==> src/rtl/rng_pkg.sv <==
// Shared types and LFSR helpers for the random-number arbiter.
// Polynomial x^4+x^3+1; the all-zero state is never allowed.
package rng_pkg;

  typedef enum logic [1:0] {
    IDLE,
    STEP,
    RESP
  } rng_state_e;

  localparam int LFSR_W = 4;
  localparam logic [LFSR_W-1:0] LFSR_NONZERO = 4'b0001;

  function automatic logic [LFSR_W-1:0] lfsr_next(input logic [LFSR_W-1:0] r);
    return {r[2:0], r[3] ^ r[2]};
  endfunction

  // Zero would lock the LFSR, so it is replaced on every load path.
  function automatic logic [LFSR_W-1:0] lfsr_fix(input logic [LFSR_W-1:0] s);
    return (s == '0) ? LFSR_NONZERO : s;
  endfunction

endpackage

==> src/rtl/lfsr4.sv <==
// 4-bit maximal-length LFSR with load and single-step enable; load beats step.
// State updates one cycle after i_load/i_step; no backpressure.
module lfsr4
  import rng_pkg::*;
#(
  parameter logic [LFSR_W-1:0] SEED = LFSR_NONZERO
) (
  input  logic              i_clk,
  input  logic              i_rst,
  input  logic              i_load,
  input  logic [LFSR_W-1:0] i_seed,
  input  logic              i_step,
  output logic [LFSR_W-1:0] o_state
);

  always_ff @(posedge i_clk or posedge i_rst) begin
    if (i_rst) begin
      o_state <= lfsr_fix(SEED);
    end else if (i_load) begin
      o_state <= lfsr_fix(i_seed);
    end else if (i_step) begin
      o_state <= lfsr_next(o_state);
    end
  end

endmodule

==> src/rtl/rng_arbiter.sv <==
// Round-robin arbiter sharing one LFSR; each grant advances it STEPS times.
// o_valid STEPS edges after grant; response held in RESP until i_ready.
module rng_arbiter
  import rng_pkg::*;
#(
  parameter int                NUM_REQ = 4,
  parameter int                STEPS   = 4,
  parameter logic [LFSR_W-1:0] SEED    = 4'b0001
) (
  input  logic                       i_clk,
  input  logic                       i_rst,
  input  logic [NUM_REQ-1:0]         i_req,
  input  logic                       i_ready,
  input  logic                       i_reseed,
  input  logic [LFSR_W-1:0]          i_seed,
  output logic [NUM_REQ-1:0]         o_gnt,
  output logic                       o_valid,
  output logic [LFSR_W-1:0]          o_data,
  output logic [$clog2(NUM_REQ)-1:0] o_id,
  output logic                       o_busy
);

  localparam int ID_W  = $clog2(NUM_REQ);
  localparam int PW    = ID_W + 1;
  localparam int CNT_W = $clog2(STEPS) + 1;

  rng_state_e        state;
  logic [ID_W-1:0]   ptr;
  logic [CNT_W-1:0]  cnt;
  logic [LFSR_W-1:0] lfsr_q;
  logic              lfsr_load;
  logic              lfsr_step;
  logic [ID_W:0]     pick;
  logic              pick_any;
  logic [ID_W-1:0]   pick_id;

  // Rotate so ptr sits at bit 0, take the lowest set bit, then rotate back.
  function automatic logic [ID_W:0] rr_pick(input logic [NUM_REQ-1:0] req,
                                            input logic [ID_W-1:0]    p);
    logic [2*NUM_REQ-1:0] dbl;
    logic [NUM_REQ-1:0]   rot;
    logic [PW-1:0]        sum;
    dbl = {req, req} >> p;
    rot = dbl[NUM_REQ-1:0];
    sum = '0;
    for (int i = NUM_REQ - 1; i >= 0; i--) begin
      if (rot[i]) sum = PW'(i);
    end
    sum = sum + {1'b0, p};
    if (sum >= PW'(NUM_REQ)) sum = sum - PW'(NUM_REQ);
    return {|req, sum[ID_W-1:0]};
  endfunction

  always_comb begin
    pick     = rr_pick(i_req, ptr);
    pick_any = pick[ID_W];
    pick_id  = pick[ID_W-1:0];
  end

  assign lfsr_load = (state == IDLE) && i_reseed;
  assign lfsr_step = (state == STEP);

  lfsr4 #(
    .SEED (SEED)
  ) u_lfsr (
    .i_clk   (i_clk),
    .i_rst   (i_rst),
    .i_load  (lfsr_load),
    .i_seed  (i_seed),
    .i_step  (lfsr_step),
    .o_state (lfsr_q)
  );

  always_ff @(posedge i_clk or posedge i_rst) begin
    if (i_rst) begin
      state   <= IDLE;
      ptr     <= '0;
      cnt     <= '0;
      o_gnt   <= '0;
      o_valid <= 1'b0;
      o_data  <= '0;
      o_id    <= '0;
      o_busy  <= 1'b0;
    end else begin
      case (state)
        IDLE: begin
          if (!i_reseed && pick_any) begin
            o_id   <= pick_id;
            o_gnt  <= NUM_REQ'(1) << pick_id;
            cnt    <= CNT_W'(STEPS - 1);
            o_busy <= 1'b1;
            state  <= STEP;
          end
        end
        STEP: begin
          if (cnt == '0) begin
            // Capture the value the LFSR takes on this same final advance.
            o_data  <= lfsr_next(lfsr_q);
            o_valid <= 1'b1;
            state   <= RESP;
          end else begin
            cnt <= cnt - CNT_W'(1);
          end
        end
        RESP: begin
          if (i_ready) begin
            o_valid <= 1'b0;
            o_gnt   <= '0;
            o_busy  <= 1'b0;
            ptr     <= (o_id == ID_W'(NUM_REQ - 1)) ? '0 : o_id + ID_W'(1);
            state   <= IDLE;
          end
        end
        default: state <= IDLE;
      endcase
    end
  end

endmodule

==> config.mk <==
export PLATFORM = sky130hd
export DESIGN_NAME = rng_arbiter
export DESIGN_NICKNAME = d
export VERILOG_FILES = /design/src/rtl/rng_pkg.sv /design/src/rtl/lfsr4.sv /design/src/rtl/rng_arbiter.sv
export SDC_FILE = /design/constraint.sdc
export NUM_CORES = 1
export LEC_CHECK = 0
export ABC_AREA = 1
export CAP_MARGIN = 0
export CORE_ASPECT_RATIO = 1.2
export CORE_UTILIZATION = 33
export CTS_BUF_LIST = sky130_fd_sc_hd__clkbuf_8 sky130_fd_sc_hd__clkbuf_16
export DETAILED_ROUTE_END_ITERATION = 16
export HOLD_SLACK_MARGIN = 0.1
export PLACE_DENSITY = 0.65
export SLEW_MARGIN = 10
export SYNTH_ARGS = -nofsm -noshare
export SYNTH_HDL_FRONTEND = slang
export SYNTH_HIERARCHICAL = 1
export SYNTH_SLANG_ARGS = --single-unit
==> constraint.sdc <==
create_clock -name i_clk -period 4.7 [get_ports i_clk]
set_input_delay 0.47 -clock i_clk [delete_from_list [all_inputs] [get_ports i_clk]]
set_output_delay 0.47 -clock i_clk [all_outputs]
set_load 0.02 [all_outputs]
==> flow_summary.yaml <==
clock_tree:
  numCtsBuffers: 3
  clock_insertion_delay_worst_skew_ps: 260
  clock_tree_from_tritoncts: "built"
  clock-sinks: 23
  cts_buffer_depth: 2
  cts.clk_slew.worst_paths_ps: 80
  ctsResizeCount: 0
  clock_root_buffer: "sky130_fd_sc_hd__clkbuf_8"
  cts_max_level: 1
  holdBufCountCts: 0
  cts_post_setup_buffers_inserted: 0
timing:
  hold_viol_final: 0
  setup_clock_skew_after_layout_ps: 2.22
  timing.final.crit_share_pct: 42.1
  timing_max_transition_violations_final: 0
  period_minus_slack_ps: 1980
  max_slew.worst_pin.slew_ps: 737
  setup_tns_ps: 0
  unrepaired_setup_endpoints_after_global_routing: "no"
  max_freq_ghz: 0.505
  slew-limit-headroom_pct: 50.8
  setup_viol: 0
floorplan:
  initial_core_util_pct: 34.4
  dieWidth_um: 58.2
  placementRows: 24
  core_region_area_um2: 3630
  die-area_um2: 4040
  die_h_um: 69.4
  floorplan.io_pins: 24
status:
  run_status: "complete, no violations"
worst_setup_path:
  timing.critical_path.mode_cell: "sky130_fd_sc_hd__nand2_1"
  critPathMaxStageDelay_ps: 440
  timing.critical_path.cells: "clkdlybuf4s50_1 > nand2_1 > nand3_1 > nand2_2 > nand3_1 > a21boi_1 > ha_1 > xor2_1 > inv_1 > nand3_2 > nand2_2 > nand2_1 > nand2_1"
  critPathMaxFanout: 3
  r2r.worst_path.cells: 13
  regToRegStartpoint: "ptr[0]"
  setup.worst_path.class: "in2reg"
  crit-reg2reg-capture: "o_gnt[2]"
  reg2reg_slack_ps: 2840
  required_ps: 4850
  critical_path.endpoint_type: "register"
  arrival_ps: 2130
  path_buf_inv: 2
  crit_path_start_kind: "input port"
  cpMaxStageDelayCell: "sky130_fd_sc_hd__clkdlybuf4s50_1"
  worst_path_dominant_cell_family: "simple AND/OR/NAND/NOR gates"
global_routing:
  global_route.usage.met1_pct: 16.7
  grt_pass1_wl_mm: 4.19
  antenna_found_initial: 0
  grt_max_degree: 20
  grt_pass1_vias: 1010
  groute.layer.met3.usage_pct: 2.61
  global_route.peak_usage_layer: "met2"
  grt_use_met2_pct: 22.6
  track_usage_pct: 13.5
  globalRoute.totalOverflow: 0
power:
  power.ir.vdd_worst_mv: 0.299
  power.leakage_uw: 0.000801
  power_density_nw_per_um2: 664
routing:
  routed_wl_mm: 2.28
  routedWlPerCell_um: 9.55
  via_count: 1041
  dr.pass1.iters: 5
  final_antenna_net_count: 0
  routed_via_count_divided_by_cell_count: 4.36
  drtIter0Drc: 51
  remaining_drc_errors: 0
logic_synthesis:
  ys_seq_area_share_pct: 46.2
  ys_types: 25
  ys_ff_latch: 23
  post_synth_inst_count: 160
  synth.yosys.warnings: 6
  postSynthAreaPerCell_um2: 7.80
  synth.cell_area_um2: 1250
  synthesis.nets: 176
final_layout:
  drive_gt1_share_pct: 13.9
  stdcell_area_um2: 1590
  syn2layout_area_growth_pct: 27.3
  antenna_diode_count: 0
  finalNetCount: 204
placed_design:
  portBuffers: 23
  dp_hpwl_mm: 1.84
  placed_area_um2: 1540
  weighted_congestion_reported_at_the_end_of_routability_driven_placement: 0.726
worst_hold_path:
  worst_hold_path_type: "in2async"
job:
  timing.max_cap.violations: 0
## synthesized netlist by cell type
library cell	instances	area share, %
sky130_fd_sc_hd__nand3_2	2	1.6
sky130_fd_sc_hd__inv_2	8	2.4
sky130_fd_sc_hd__clkinv_2	1	0.40
sky130_fd_sc_hd__o21ai_1	7	2.8
sky130_fd_sc_hd__inv_1	14	4.2
sky130_fd_sc_hd__nand3_1	14	5.6
sky130_fd_sc_hd__xor2_1	2	1.4
sky130_fd_sc_hd__nand2_1	55	17
sky130_fd_sc_hd__o211ai_1	2	1.2
sky130_fd_sc_hd__nor2_4	1	0.90
sky130_fd_sc_hd__o31ai_1	1	0.60
sky130_fd_sc_hd__nor3_2	1	0.80
sky130_fd_sc_hd__ha_1	4	4.0
sky130_fd_sc_hd__dfstp_2	1	2.1
sky130_fd_sc_hd__nor3_1	1	0.40
sky130_fd_sc_hd__a31oi_1	1	0.50
sky130_fd_sc_hd__nor2_2	1	0.50
sky130_fd_sc_hd__o21ai_0	1	0.40
sky130_fd_sc_hd__nor2_1	11	3.3
sky130_fd_sc_hd__o21ai_2	2	1.4
sky130_fd_sc_hd__dfrtp_1	22	44
sky130_fd_sc_hd__nand2_2	5	2.5
sky130_fd_sc_hd__a21boi_1	1	0.60
sky130_fd_sc_hd__o211ai_2	1	1.0
sky130_fd_sc_hd__xnor2_1	1	0.70
## registers in the layout, summed over array words and instances (netlist names)
| name | count |
|---|---|
| state | 2 |
| ptr | 2 |
| o_data | 4 |
| o_busy | 1 |
| cnt | 3 |
| o_gnt | 4 |
| o_id | 2 |
| o_valid | 1 |
| u_lfsr/o_state | 4 |
## worst max path at each step
| stage | depth (start not counted) | end | from |
|---|---|---|---|
| 6_report | 13 | o_gnt[2] | i_req[1] |
| 2_1_floorplan | 13 | o_gnt[2] | ptr[0] |
| 5_1_grt | 13 | o_gnt[2] | i_req[1] |
| 3_5_place_dp | 13 | o_gnt[2] | i_req[1] |
| 3_3_place_gp | 13 | o_gnt[2] | i_req[3] |
| 4_1_cts | 13 | o_gnt[2] | i_req[1] |
## routing by layer
metal / wire (µm) / part of all wire [%]
met1: 1060 / 47
met2: 1110 / 48
met3: 76 / 3.3
met5: 0 / 0
met4: 36 / 1.6
## through the flow
stage / instances / hold WS, ps / util (%) / power (µW) / setup WS (ps)
after floorplan: 160 / 235 / - / 781 / 3030
after global placement: 235 / 466 / 42.5 / 946 / 2450
after detailed placement: 235 / 464 / 42.5 / 951 / 2450
after CTS: 239 / 435 / 43.7 / 1070 / 2720
after global routing: 239 / 463 / 43.7 / 1170 / 2520
final: 239 / 431 / 43.7 / 1060 / 2720
## cells in the final DEF (no fill, tap or decap), types with 3 or more instances in the layout
master,n
sky130_fd_sc_hd__inv_1,15
sky130_fd_sc_hd__o21ai_1,7
sky130_fd_sc_hd__inv_2,8
sky130_fd_sc_hd__nand2_2,5
sky130_fd_sc_hd__dfrtp_1,22
sky130_fd_sc_hd__nor2_1,11
sky130_fd_sc_hd__nand2_1,55
sky130_fd_sc_hd__ha_1,4
sky130_fd_sc_hd__clkdlybuf4s50_1,23
sky130_fd_sc_hd__nand3_1,14
sky130_fd_sc_hd__clkbuf_8,3
## cell families after synthesis
kind of cell,synth area share [%]
adder cells (fa/ha/maj),4.01
AO/OA/AOI/OAI,8.52
flip-flops,46.2
XOR/XNOR,2.10
AND/OR/NAND/NOR,32.2
buffers and inverters,7.01
## power breakdown
group	total (µW)	leakage [µW]	switching, µW	internal (µW)
clock network	116	0.0000269	58.1	58.2
registers	362	0.000278	73.4	289
logic	577	0.000496	339	238
## cell type report
class | count | area (µm²)
multi-input cells | 114 | 584
clock inverters | 1 | 3.75
fillers | 383 | 2040
well taps | 52 | 65.1
repair buffers | 23 | 230
inverters | 23 | 87.6
flip-flops and latches | 23 | 577
clock buffers | 3 | 41.3
Power figures use the tool's default switching activity.
